==> src/rtl/prog3_search_engine.sv <==
// Program-3 pattern-search responder: reads a 32-byte message and a 5-bit pattern, writes three match counts.
// Define PROG3_CYCCNT_EN to add a cycle counter written to RES_ADDR+3 (one extra write state).
module prog3_search_engine #(
   parameter int MSG_BYTES = 32,
   parameter int PAT_ADDR  = 32,
   parameter int RES_ADDR  = 33
) (
   input  logic       Clk,
   input  logic       Reset,
   input  logic       Req,
   output logic       Ack,
   output logic [7:0] Addr,
   input  logic [7:0] RdData,
   output logic       WrEn,
   output logic [7:0] WrData
);

   localparam logic [5:0] LAST_IDX  = 6'(MSG_BYTES - 1);
   localparam logic [5:0] DRAIN_CAP = 6'(MSG_BYTES);
   localparam logic [5:0] DRAIN_END = 6'(MSG_BYTES + 1);
   localparam logic [7:0] PAT_A     = 8'(PAT_ADDR);
   localparam logic [7:0] RES_A0    = 8'(RES_ADDR);
   localparam logic [7:0] RES_A1    = 8'(RES_ADDR + 1);
   localparam logic [7:0] RES_A2    = 8'(RES_ADDR + 2);
   localparam logic [7:0] RES_A3    = 8'(RES_ADDR + 3);

   typedef enum logic [3:0] {
      IDLE, RDPAT, SCAN, DRAIN, WR0, WR1, WR2, WR3, DONE
   } state_t;

   state_t     state, state_next;
   logic [5:0] idx;
   logic [4:0] pat;
   logic [7:0] byte_q;
   logic       byte_vld;
   logic       first;
   logic [3:0] prev;
   logic [7:0] ctb, cto, cts;
   logic       start;
   logic [3:0] in_hit, cross_hit;
   logic [2:0] in_cnt, cross_cnt;
   logic [11:0] win;
`ifdef PROG3_CYCCNT_EN
   logic [7:0] cyc_cnt;
`endif

   assign start = Req && (state == IDLE || state == DONE);
   assign win   = {prev, byte_q};

   // hit[gi]: in-byte window byte_q[gi+4:gi]; crossing window win[gi+8:gi+4] starts inside prev
   genvar gi;
   generate
      for (gi = 0; gi < 4; gi++) begin : g_win
         assign in_hit[gi]    = (byte_q[gi +: 5] == pat);
         assign cross_hit[gi] = (win[gi + 4 +: 5] == pat);
      end
   endgenerate

   assign in_cnt    = {2'b0, in_hit[0]} + {2'b0, in_hit[1]} + {2'b0, in_hit[2]} + {2'b0, in_hit[3]};
   assign cross_cnt = {2'b0, cross_hit[0]} + {2'b0, cross_hit[1]}
                    + {2'b0, cross_hit[2]} + {2'b0, cross_hit[3]};

   always_ff @(posedge Clk or negedge Reset) begin
      if (!Reset) state <= IDLE;
      else        state <= state_next;
   end

   always_comb begin
      state_next = state;
      Ack        = 1'b0;
      WrEn       = 1'b0;
      Addr       = 8'd0;
      WrData     = 8'd0;
      case (state)
         IDLE:  if (Req) state_next = RDPAT;
         RDPAT: begin
            Addr       = PAT_A;
            state_next = SCAN;
         end
         SCAN: begin
            Addr = 8'(idx);
            if (idx == LAST_IDX) state_next = DRAIN;
         end
         DRAIN: if (idx == DRAIN_END) state_next = WR0;
         WR0: begin
            WrEn = 1'b1; Addr = RES_A0; WrData = ctb;
            state_next = WR1;
         end
         WR1: begin
            WrEn = 1'b1; Addr = RES_A1; WrData = cto;
            state_next = WR2;
         end
         WR2: begin
            WrEn = 1'b1; Addr = RES_A2; WrData = cts;
`ifdef PROG3_CYCCNT_EN
            state_next = WR3;
`else
            state_next = DONE;
`endif
         end
`ifdef PROG3_CYCCNT_EN
         WR3: begin
            WrEn = 1'b1; Addr = RES_A3; WrData = cyc_cnt;
            state_next = DONE;
         end
`endif
         DONE: begin
            Ack = 1'b1;
            if (Req) begin
               Ack        = 1'b0;
               state_next = RDPAT;
            end
         end
         default: state_next = IDLE;
      endcase
      // Ack is a state flag; a Req in DONE takes effect only at the edge
      if (state == DONE) Ack = 1'b1;
   end

   // Read data lags Addr by one cycle: SCAN idx 0 sees the pattern, idx k sees byte k-1,
   // and DRAIN picks up the last byte; counting happens one cycle after capture.
   always_ff @(posedge Clk or negedge Reset) begin
      if (!Reset) begin
         idx      <= 6'd0;
         pat      <= 5'd0;
         byte_q   <= 8'd0;
         byte_vld <= 1'b0;
         first    <= 1'b1;
         prev     <= 4'd0;
         ctb      <= 8'd0;
         cto      <= 8'd0;
         cts      <= 8'd0;
      end else if (start) begin
         idx      <= 6'd0;
         byte_vld <= 1'b0;
         first    <= 1'b1;
         prev     <= 4'd0;
         ctb      <= 8'd0;
         cto      <= 8'd0;
         cts      <= 8'd0;
      end else begin
         if (state == SCAN || state == DRAIN) idx <= idx + 6'd1;
         if (state == SCAN && idx == 6'd0) pat <= RdData[7:3];
         if ((state == SCAN && idx != 6'd0) || (state == DRAIN && idx == DRAIN_CAP)) begin
            byte_q   <= RdData;
            byte_vld <= 1'b1;
         end else begin
            byte_vld <= 1'b0;
         end
         if (byte_vld) begin
            ctb   <= ctb + {5'b0, in_cnt};
            cto   <= cto + {7'b0, |in_hit};
            cts   <= cts + {5'b0, in_cnt} + (first ? 8'd0 : {5'b0, cross_cnt});
            prev  <= byte_q[3:0];
            first <= 1'b0;
         end
      end
   end

`ifdef PROG3_CYCCNT_EN
   always_ff @(posedge Clk or negedge Reset) begin
      if (!Reset)                              cyc_cnt <= 8'd0;
      else if (start)                          cyc_cnt <= 8'd0;
      else if (state != IDLE && state != DONE) cyc_cnt <= cyc_cnt + 8'd1;
   end
`endif

endmodule

==> config.mk <==
export PLATFORM = sky130hd
export DESIGN_NAME = prog3_search_engine
export DESIGN_NICKNAME = d
export VERILOG_FILES = /design/src/rtl/prog3_search_engine.sv
export SDC_FILE = /design/constraint.sdc
export NUM_CORES = 1
export LEC_CHECK = 0
export BUFFER_PORTS_ARGS = -buffer_cell sky130_fd_sc_hd__buf_2
export CAP_MARGIN = 0
export CORE_AREA = 2 2 105 107
export DETAILED_ROUTE_END_ITERATION = 10
export DIE_AREA = 0 0 107 109
export SYNTH_ARGS = -nofsm -noshare
export SYNTH_HDL_FRONTEND = slang
export SYNTH_SLANG_ARGS = --single-unit
==> constraint.sdc <==
create_clock -name Clk -period 4.45 [get_ports Clk]
set_input_delay 0.445 -clock Clk [delete_from_list [all_inputs] [get_ports Clk]]
set_output_delay 0.445 -clock Clk [all_outputs]
set_load 0.02 [all_outputs]
After elaboration in Yosys (flattened, before gate mapping)
Index checks and enable logic that the tools add are counted.
{"block": "word_totals", "regBits": 53}
{"block": "op_classes", "bitwise_logic": 1, "n_addsub": 11, "n_reduce_logical": 18, "muxes": 23, "n_eq_ne": 21}
{"cell": "$mux 8", "n": 6}
{"cell": "$eq 5x5->1", "n": 8}
{"cell": "$pmux 6 s5", "n": 1}
{"cell": "$pmux 4 s7", "n": 1}
{"cell": "$add 8x3->8", "n": 3}
{"cell": "$pmux 8 s3", "n": 1}
{"cell": "$mux 4", "n": 5}
{"cell": "$eq 4x3->1 const B", "n": 3}
{"cell": "$eq 6x6->1 const B", "n": 2}
{"cell": "$mux 6", "n": 2}
{"cell": "$add 8x1->8", "n": 1}
{"cell": "$eq 4x2->1 const B", "n": 2}
{"cell": "$add 2x1->3", "n": 2}
{"cell": "$add 3x1->3", "n": 2}
{"cell": "$add 6x1->6 const B", "n": 1}
{"cell": "$eq 6x5->1 const B", "n": 1}
{"cell": "$logic_not 6->1", "n": 1}
{"cell": "$mux 1", "n": 6}
{"cell": "$reduce_bool 6->1", "n": 1}
{"cell": "$add 1x1->2", "n": 2}
{"cell": "$eq 4x1->1 const B", "n": 1}
{"cell": "$eq 4x4->1 const B", "n": 1}
{"cell": "$logic_and 1x1->1", "n": 4}
{"cell": "$logic_not 4->1", "n": 1}
{"cell": "other kinds (11)", "n": 16}

Longest topological paths before layout
{"block": "depth", "depth_word": 8, "mapped_depth": 17, "depth_no_buf": 16}

Worst setup path before layout
Ideal clock, no wire load.
{"block": "synth_path", "kind": "register -> register", "startpoint": "reg pat[0]", "endpoint": "reg cts[7]", "stages_incl_launch_ff": 18, "synth_period_minus_slack_ns": 3.966, "t_arrival_ns": 3.834, "setup_slack_ns": 0.484, "path_cell_list": "dfrtp_1 -> clkbuf_1 -> xor2_1 -> nor3_1 -> nand3_1 -> fa_1 -> inv_1 -> ha_1 -> ha_1 -> inv_1 -> fa_1 -> inv_1 -> ha_1 -> fa_1 -> a21oi_1 -> nor3_1 -> xnor2_1 -> nor2_1"}
{"block": "synth_between", "elab_chain_cells": 8}
{"element": "from (decl)", "line_no": "33", "text": "logic [4:0] pat;"}
{"element": "from (signal assigned)", "line_no": "143", "text": "if (state == SCAN && idx == 6'd0) pat <= RdData[7:3];"}
{"element": "$eq 5x5->1 (on tied branches)", "line_no": "54, 55"}
{"element": "$add 1x1->2 (on tied branches)", "line_no": "59, 60"}
{"element": "$add 2x1->3 (on tied branches)", "line_no": "59, 61"}
{"element": "$add 3x1->3 (on tied branches)", "line_no": "59, 61"}
{"element": "$add 8x3->8 / $mux 3 (equally long branches)", "line_no": "153", "text": "cts <= cts + {5'b0, in_cnt} + (first ? 8'd0 : {5'b0, cross_cnt});"}
{"element": "$add 8x3->8 *", "line_no": "153"}
{"element": "$mux 8 *", "line_no": "150", "text": "if (byte_vld) begin"}
{"element": "$mux 8 *", "line_no": "133", "text": "end else if (start) begin"}
{"element": "to (signal assigned)", "line_no": "153"}
{"element": "to (decl)", "line_no": "38", "text": "logic [7:0] ctb, cto, cts;"}
Mark *: on every way between the ends. The rest lies on a longest branch, timed or not. The select of a mux whose other input is x is not followed.
A chain may end at the register's enable or synchronous reset.

Worst setup path after layout
{"block": "layout_path", "startpoint": "reg pat[1]", "endpoint": "reg cts[7]"}
Same word-level chain as after synthesis.

==> qor.yml <==
route:
  drc: 0
  wirelength_um: 7420
  dr.pass1.iters: 4
  vias_per_cell: 4.89
  wl_per_cell_um: 14.0
  dr.first_iter.drc_count: 98
  drtAntennaViolNets: 0
  via_count: 2594
setup_path:
  start_kind: "flip-flop"
  reg2reg_to: "cts[7]"
  endpoint_kind: "flip-flop"
  regToRegSetupSlack_ns: 0.38
  crit_fanout: 9
  crit_required_ns: 4.63
  crit_type: "reg -> reg"
  reg2reg_from: "pat[1]"
  arrival_ns: 4.25
  ff2ff_path_depth: 16
synth:
  synthDistinctLibCells: 45
  synth-async-reset-ratio_pct: 100
  syn_inst: 381
  synth_top_area_cell: "dfrtp_1"
  yosys_register_bits: 53
  yosysWarnings: 0
  netlist.area_leader.share_pct: 35.9
  postSynthAreaPerCell_sq_um: 9.51
  syn_area_sq_um: 3620
  synth.area.top_cells: "dfrtp_1, xor2_1, ha_1"
  yosysSeqAreaShare_pct: 36.6
  ys.flop_type: "dfrtp_1"
  synth_edf_count: 0
clocking:
  clock_sinks: 53
  cts-root-buf: "clkbuf_8"
  clock_latency_ns: 0.31
  ctsHoldBuffers: 0
  tritoncts: "built"
  clk_path_buf_depth: 2
  cts_made_buffers: 5
  clk_pin_slew_ns: 0.09
  htreeDepth: 2
global_route:
  grt_antenna_before_repair: 0
  grt_max_degree: 54
  grtUsageTotal_pct: 13.6
  gr-total-overflow: 0
  first_global_vias: 2572
  grt_pass1_wl_um: 12700
power:
  combPwrFrac_pct: 46.6
  p_sw_share_pct: 43.3
  p_switching_mw: 1.04
  intPower_mw: 1.37
  peakVddDrop_uv: 348
  leakage_nw: 1.84
  power.density_nw_per_um2: 613
  power_frac_seq_pct: 41.6
  clkPwrFrac_pct: 11.8
placed_design:
  dp_hpwl_um: 5360
  io_buffer_count: 26
  routabilityCongestion: 0.835
timing:
  finalSetupViolCount: 0
  rsz0062_at_grt: "false"
  slew_violations: 0
  max_slew_margin_pct: 45.5
  max_slew.worst_pin.slew_ns: 0.817
  hold_viol: 0
  hold_slack_ns: 0.273
  clock.fmax_ghz: 0.246
  fin_crit_ns: 4.07
  finClkSkew_ns: 0.00779
  tns_ns: 0
  finalCritPeriodShare_pct: 91.4
run:
  cap_viol_max_count: 0
floorplan:
  dieArea_sq_um: 11700
  core_sq_um: 10600
  start_util_pct: 34.2
  die_h_um: 109
  fp.dieW_um: 107
  pin_count: 29
  row_count: 38
layout:
  fill_cells: 1050
  drive_gt1_share_pct: 15.9
  multi_input_area_sq_um: 2110
  insertedDiodeCount: 0
  area_delta_synth_final_pct: 8.46
  nNetsFinal: 426
  seq_area_sq_um: 1330
worst_hold_path:
  min_path_type: "in -> async"
outcome:
  status: "completed"
## layout make-up
class	instances	area share, %
multi-input cells	284	53.7
well taps	140	4.46
clock buffers	6	2.10
clock inverters	1	0.191
inverters	17	1.62
repair buffers	30	4.08
flip-flops and latches	53	33.9
## layout by cell type (no fill, tap or decap), types with 3 or more instances in the layout
cell,n
xnor2_1,25
dfrtp_1,50
buf_4,4
o21ai_0,17
mux2_2,13
nand4_1,4
or3_1,7
and3_1,4
nand2_1,24
or2_2,3
nand2b_1,5
inv_1,17
a21o_1,5
nor2_1,31
and2_1,3
nor3_1,15
a21oi_1,15
fa_1,6
clkbuf_8,6
buf_2,26
mux2i_1,20
nor2b_1,3
nand3_1,16
ha_1,18
xor2_1,30
## worst max-delay path by stage
stage,startpoint,end,slack [ns],depth (start not counted)
floorplan,pat[0],cts[7],0.48,17
global placement,pat[0],cts[7],0.42,16
detailed placement,pat[0],cts[7],0.31,16
CTS,pat[0],cts[7],0.27,16
global route,pat[4],cts[7],0.005,16
finish,pat[1],cts[7],0.38,16
## power by group through the flow
stage | registers (mW) | clock network (mW) | logic, mW
finish | 1.00 | 0.285 | 1.12
global route | 1.04 | 0.317 | 1.27
CTS | 1.00 | 0.301 | 1.14
detailed placement | 1.01 | 0 | 1.13
global placement | 1.00 | 0 | 1.10
floorplan | 0.769 | 0 | 1.13
## registers in the layout, indices dropped and copies added (netlist names), 4 cells and up
signal  flops
byte_q      8
ctb         8
cto         8
cts         8
idx         6
pat         5
prev        4
state       4
## worst max-delay path, stage by stage, from the launching register on
cell and delay (ns):
dfrtp_1 0.56, xor2_1 0.23, nor3_1 0.18, nand3_1 0.14, fa_1 0.50, inv_1 0.04
ha_1 0.20, ha_1 0.34, inv_1 0.07, fa_1 0.50, inv_1 0.04, ha_1 0.21
fa_1 0.42, a21oi_1 0.24, nor3_1 0.09, xnor2_1 0.14, nor2_1 0.05
## cell usage after synthesis (2+ instances only)
cell and instances:
a21o_1 5, nand2b_1 5, nand2_1 24, a21oi_1 15
o21ai_0 17, dfrtp_1 52, buf_2 4, mux2_2 13
a211oi_1 2, ha_1 18, and3_1 4, buf_1 4
mux2i_1 20, nand4_1 4, nor2_1 31, inv_1 17
or3_1 7, nand3_1 16, buf_4 2, nor3_1 15
clkbuf_1 17, o2111ai_1 2, xnor2_1 25, xor2_1 30
fa_1 6, nor2b_1 3, or2_2 3, and2_1 3
## per-stage QoR
step / setup WS (ns) / instance area [sq um] / power (mW) / utilization [%] / std cells
floorplan: 0.484 / 3630 / 1.90 / - / 382
global placement: 0.422 / 3840 / 2.10 / 36.2 / 524
detailed placement: 0.305 / 3840 / 2.14 / 36.2 / 524
CTS: 0.272 / 3930 / 2.44 / 37.0 / 531
global route: 0.00519 / 3930 / 2.63 / 37.1 / 531
finish: 0.383 / 3930 / 2.41 / 37.1 / 531
## per-layer routing
layer  track usage, %  share of wire, %  vias to the layer above
met3             2.57               2.9                        6
met2             23.2                48                       34
met5                0                 0                        -
met4             3.80              0.93                        0
li1                 -                 -                     1292
met1             17.7                48                     1262
## cell families after synthesis
group	synth area share, %
other	0.104
DFF	36.6
xor gates and xnor gates	13.3
adders and majority gates	9.81
buffers and inverters	5.22
muxes	9.57
AOI/OAI and AO/OA	8.29
and+or+nand+nor	17.1
## repair_timing
action,4_1_cts,5_1_grt
setup buffers,0,0
gates resized for setup,0,2
setup endpoints to repair,0,1
Power figures use the tool's default switching activity.
